File: src/rtl/fifo_stream_reader.sv
// Pops a FIFO whose read data is registered, parks fetched words in a 2-entry
// in-order buffer and offers them on a valid/ready stream, counting accepted words.
module fifo_stream_reader #(
  parameter int W  = 32,
  parameter int CW = 16
) (
  input  logic          in_clk,
  input  logic          in_rst_n,
  input  logic          in_en,
  input  logic          in_fifo_empty,
  input  logic [W-1:0]  in_fifo_data,
  output logic          o_fifo_r_en,
  input  logic          in_ready,
  output logic          o_valid,
  output logic [W-1:0]  o_data,
  output logic [CW-1:0] o_count,
  output logic          o_busy
);

  logic [1:0]    occ_q, occ_d, occ_after;
  logic          pend_q, pend_d;
  logic [W-1:0]  head_q, head_d;
  logic [W-1:0]  tail_q, tail_d;
  logic [CW-1:0] count_q, count_d;
  logic          pop_out;
  logic [2:0]    load;

  always_comb begin
    pop_out   = (occ_q != 2'd0) & in_ready;
    load      = {1'b0, occ_q} + {2'b00, pend_q};
    // (occ + pend - pop_out) < 2, rearranged so the compare never goes negative
    o_fifo_r_en = in_rst_n & in_en & ~in_fifo_empty
                & (load < (3'd2 + {2'b00, pop_out}));
    pend_d    = o_fifo_r_en;
    occ_after = occ_q - {1'b0, pop_out};
    head_d    = head_q;
    tail_d    = tail_q;
    if (pop_out) begin
      head_d = tail_q;
    end
    if (pend_q) begin
      if (occ_after == 2'd0) begin
        head_d = in_fifo_data;
      end else begin
        tail_d = in_fifo_data;
      end
    end
    occ_d   = occ_after + {1'b0, pend_q};
    count_d = count_q + CW'(pop_out);
  end

  always_ff @(posedge in_clk or negedge in_rst_n) begin
    if (!in_rst_n) begin
      occ_q   <= 2'd0;
      pend_q  <= 1'b0;
      head_q  <= '0;
      tail_q  <= '0;
      count_q <= '0;
    end else begin
      occ_q   <= occ_d;
      pend_q  <= pend_d;
      head_q  <= head_d;
      tail_q  <= tail_d;
      count_q <= count_d;
    end
  end

  assign o_valid = (occ_q != 2'd0);
  assign o_data  = head_q;
  assign o_count = count_q;
  assign o_busy  = (occ_q != 2'd0) | pend_q;

endmodule

File: config.mk
export PLATFORM = sky130hd
export DESIGN_NAME = fifo_stream_reader
export DESIGN_NICKNAME = d
export VERILOG_FILES = /design/src/rtl/fifo_stream_reader.sv
export SDC_FILE = /design/constraint.sdc
export NUM_CORES = 1
export LEC_CHECK = 0
export CAP_MARGIN = 20
export CORE_UTILIZATION = 49
export DETAILED_ROUTE_END_ITERATION = 10
export PLACE_DENSITY = 0.89
export SYNTH_ARGS = -nofsm -noshare
export SYNTH_HDL_FRONTEND = slang
export SYNTH_SLANG_ARGS = --single-unit
File: constraint.sdc
create_clock -name in_clk -period 2.3 [get_ports in_clk]
set_clock_uncertainty 0.05 [all_clocks]
set_input_delay 0.345 -clock in_clk [delete_from_list [all_inputs] [get_ports in_clk]]
set_output_delay 0.345 -clock in_clk [all_outputs]
set_load 0.01 [all_outputs]
==> key figures <==
Power and ir drop
  • Worst ir drop on vdd: between 600 and 700 uV
  • Overall power: ~0.0046 W
  • Proportion of power drawn by combinational gates: 31.4%
  • Switching share of power: between 20 and 30%
  • Power spent charging and discharging nets: roughly 0.0014 W
  • Power Internal: 0.00324 W
  • Part of the total power dissipated in sequential elements: slightly below 50%
  • Standby leakage power: around 2.3 nW
  • Cell area power density: around 950 nW/um2
  • Clock network fraction of design power: between 20 and 25%

Timing
  • Final hold slack: about 0.43 ns
  • Final-report max-slew violation count: 0
  • Final worst-path cycle share: 97.6%
  • Actual transition at the worst max-transition pin: around 0.62 ns
  • Number of hold violations in the final report: 0
  • Final worst path period need: about 2.2 ns
  • Rel. slew slack: ~60%
  • Achievable clock frequency: around 0.45 GHz
  • Count of endpoints failing setup in the final report: 0

Routing
  • Vias per cell: 5.08
  • Met3 wire length: 457 um
  • Metal2 WL: between 3 and 4 mm
  • WL met1: between 3 and 4 mm
  • DR vias: 2424
  • Final routed wire length divided by cell count: roughly 15 um
  • Post-detailed-routing wire length: 7.37 mm
  • Top routing layer in use: met4
  • Number of DRC violations after detailed-routing iteration 0: between 100 and 150
  • Drc violations: 0
  • Detailed-router iteration count before antenna repair: 4
  • Number of nets with antenna violations after detailed routing: 0

Min path
  • Worst Hold Launch: o_count[15]
  • Path category of the worst min-delay check: flip-flop to flip-flop
  • Hold-critical path depth: 1
  • Hold endpoint: o_count[15]

Setup path
  • Kind of launch point of the worst setup path: flip-flop
  • Crit path max fanout: 2
  • Top delay family on crit path: adder cells
  • Reg-to-Reg Start: occ_q[1]
  • Endpoint required time on the critical path: 1.90 ns
  • Logic depth of the worst register-to-register path: 7
  • WS Path Type: flip-flop to output port
  • Worst Path Buf+Inv: 1
  • Cell occurring most often along the worst timing path: sky130_fd_sc_hd__ha_1
  • Worst path cell trace: ha_1 > ha_1 > o21ai_0 > nor4b_4 > clkdlybuf4s15_1
  • Category of the worst setup path capture point: output port
  • Data arrival time of the critical path: ~1.9 ns
  • Critical Path Max Stage Delay: 0.40 ns
  • Worst-case register-to-register setup slack: between 0.2 and 0.3 ns
  • Crit path max-delay cell type: sky130_fd_sc_hd__dfrtp_1
  • End of the worst register-to-register path: o_count[10]

Global routing
  • Number of global-route vias before repair: around 2500
  • Overall routing resource usage: between 20% and 30%
  • Pin count of the biggest net entering global routing: 84
  • Congestion Overflow GR: 0
  • Number of antenna violations at the first check in global routing: 0
  • First-pass GRT wire length: approximately 12 mm

Finish
  • Footprint of the multi-input gates: around 1400 um2
  • Final cell count without fillers: between 400 and 500
  • End-of-flow core utilization: a little over two thirds
  • Final net count: approximately 420
  • Register cell area after layout: 2080 um2
  • Layout cell share with drive strength beyond 1: roughly 18%
  • Number of fill cells: between 500 and 600
  • Diode count: 0
  • Area Overhead vs Synth: 35.2%

Floorplanning
  • I/O pin total: 88
  • Area enclosed by the die boundary: 7630 um2
  • Placement Rows: 30
  • Chip height: about 87 um
  • Core Box Area: between 6000 and 7000 um2
  • Die extent in x: ~87 um
  • Starting density of the core: 51.7%

Clock tree
  • TritonCTS Sinks: 83
  • CTS tree: built
  • Root Driver: sky130_fd_sc_hd__clkbuf_8
  • Cts bufs inserted: 9
  • Max Root-Sink Buffers: 2
  • Setup Fix Bufs, Post-CTS: 0
  • Number of levels the H-tree was split into: 3
  • Clock latency on the worst-skew pair: ~0.34 ns
  • Clock slew at the register clock pins of the worst setup and hold paths: about 0.09 ns

Yosys
  • Summed instance area of the synthesized netlist: roughly 3600 um2
  • Yosys warnings: 0
  • Fraction of registers with async set/reset: 100%
  • Number of flip-flops and latches in the synthesized netlist: 83
  • Library cell with the largest summed area after synthesis: sky130_fd_sc_hd__dfrtp_1
  • Top-count cell post-synth: sky130_fd_sc_hd__dfrtp_1
  • Syn_nets: 322
  • Number of distinct library cells after synthesis: 30
  • Synthesized area per cell: 12.7 um2
  • Area share of the largest cell type after synthesis: between 50% and 60%
  • Number of enable-type register cells in the synthesized netlist: 0
  • Cell types with the largest area share after synthesis: sky130_fd_sc_hd__dfrtp_1, sky130_fd_sc_hd__mux2_2, sky130_fd_sc_hd__mux2i_1, sky130_fd_sc_hd__nand2_1, sky130_fd_sc_hd__xnor2_1
  • Post-Synthesis Cells: around 280
  • Sequential-to-total area share from yosys stat: around three fifths
  • Leading cell types by count after synthesis: sky130_fd_sc_hd__dfrtp_1, sky130_fd_sc_hd__nand2_1, sky130_fd_sc_hd__mux2_2, sky130_fd_sc_hd__mux2i_1, sky130_fd_sc_hd__o21ai_0
  • Dominant synthesized flop cell: sky130_fd_sc_hd__dfrtp_1

Placement
  • Post-detail-place hpwl: a little under 5 mm
  • Routability congestion estimate: around 0.73
  • Number of buffers inserted by port buffering: 87
  • Cell Count Post-Placement: 459

Flow run
  • Max-cap viol count: 0

Status
  • Outcome: completed
-- final cells by class --
class	instances	share of cell area (%)
Sequential cell	83	43.1
Multi-Input combinational cell	182	29.2
Timing Repair Buffer	99	21.4
Clock buffer	10	2.85
Tap cell	96	2.49
Clock inverter	6	0.856
Inverter	1	0.0778
-- worst max path at each step --
| stage | startpoint | endpoint | depth (start not counted) |
|---|---|---|---|
| floorplan | occ_q[1] | o_count[10] | 8 |
| global placement | in_ready | o_fifo_r_en | 5 |
| detailed placement | in_ready | o_fifo_r_en | 5 |
| CTS | occ_q[1] | o_busy | 3 |
| global route | pend_q | o_fifo_r_en | 5 |
| finish | pend_q | o_fifo_r_en | 5 |
-- per-stage QoR --
| stage | cell area (um2) | TNS [ns] | setup slack (ns) |
|---|---|---|---|
| floorplan | 3570 | 0 | 0.430 |
| global placement | 4590 | -0.189 | -0.189 |
| detailed placement | 4590 | -0.191 | -0.191 |
| CTS | 4770 | 0 | 0.0299 |
| global route | 4820 | -0.0468 | -0.0468 |
| finish | 4820 | 0 | 0.0547 |
-- placed cells by master, fill, tap and decap left out, types with 2 or more instances in the layout --
master	n
sky130_fd_sc_hd__clkdlybuf4s50_1	84
sky130_fd_sc_hd__buf_4	7
sky130_fd_sc_hd__and4_1	2
sky130_fd_sc_hd__and3_1	3
sky130_fd_sc_hd__o21ai_0	22
sky130_fd_sc_hd__dfrtp_1	83
sky130_fd_sc_hd__clkbuf_8	10
sky130_fd_sc_hd__ha_1	4
sky130_fd_sc_hd__and2_1	3
sky130_fd_sc_hd__clkinv_2	2
sky130_fd_sc_hd__xnor2_1	14
sky130_fd_sc_hd__xor2_1	2
sky130_fd_sc_hd__nand4_1	6
sky130_fd_sc_hd__o21ai_4	2
sky130_fd_sc_hd__nand2_1	36
sky130_fd_sc_hd__mux2i_1	32
sky130_fd_sc_hd__mux2_2	32
sky130_fd_sc_hd__buf_12	4
sky130_fd_sc_hd__nand3_1	4
sky130_fd_sc_hd__clkinvlp_4	3
sky130_fd_sc_hd__o21ai_1	12
-- per-layer routing --
| layer | up-vias | GRT usage [%] |
|---|---|---|
| met1 | 1180 | 24.7 |
| li1 | 1167 | - |
| met5 | - | 0 |
| met2 | 71 | 35.5 |
| met4 | 0 | 5.66 |
| met3 | 6 | 6.82 |
-- sequential cells by signal, indices dropped and copies added, names as in the netlist --
name,count
o_count,16
o_data,32
occ_q,2
pend_q,1
tail_q,32
-- cell families after synthesis --
family                   after synthesis  synth area share, %
buffers and inverters                 16                 2.91
flip-flops                            83                 58.2
AND/OR/NAND/NOR                       62                 9.01
multiplexers                          64                 19.1
XOR/XNOR                              16                 3.93
adder cells (fa/ha/maj)                4                 1.40
AO/OA/AOI/OAI                         36                 5.47
-- what timing repair did --
action	CTS	global route
endpoints found under the hold margin	0	18
gates cloned	0	0
hold buffers	0	1
pin swaps	0	0
gates resized for setup	2	3
setup endpoints to repair	1	2
-- power by group through the flow --
| stage | sequential [W] | clock, W | combinational, W |
|---|---|---|---|
| after global placement | 0.00221 | 0 | 0.00139 |
| after detailed placement | 0.00224 | 0 | 0.00145 |
| after CTS | 0.00221 | 0.000973 | 0.00145 |
| after global routing | 0.00227 | 0.00104 | 0.00157 |
| final | 0.00221 | 0.000936 | 0.00144 |
| after floorplan | 0.00232 | 0 | 0.000549 |
(Power assumes the default switching activity.)
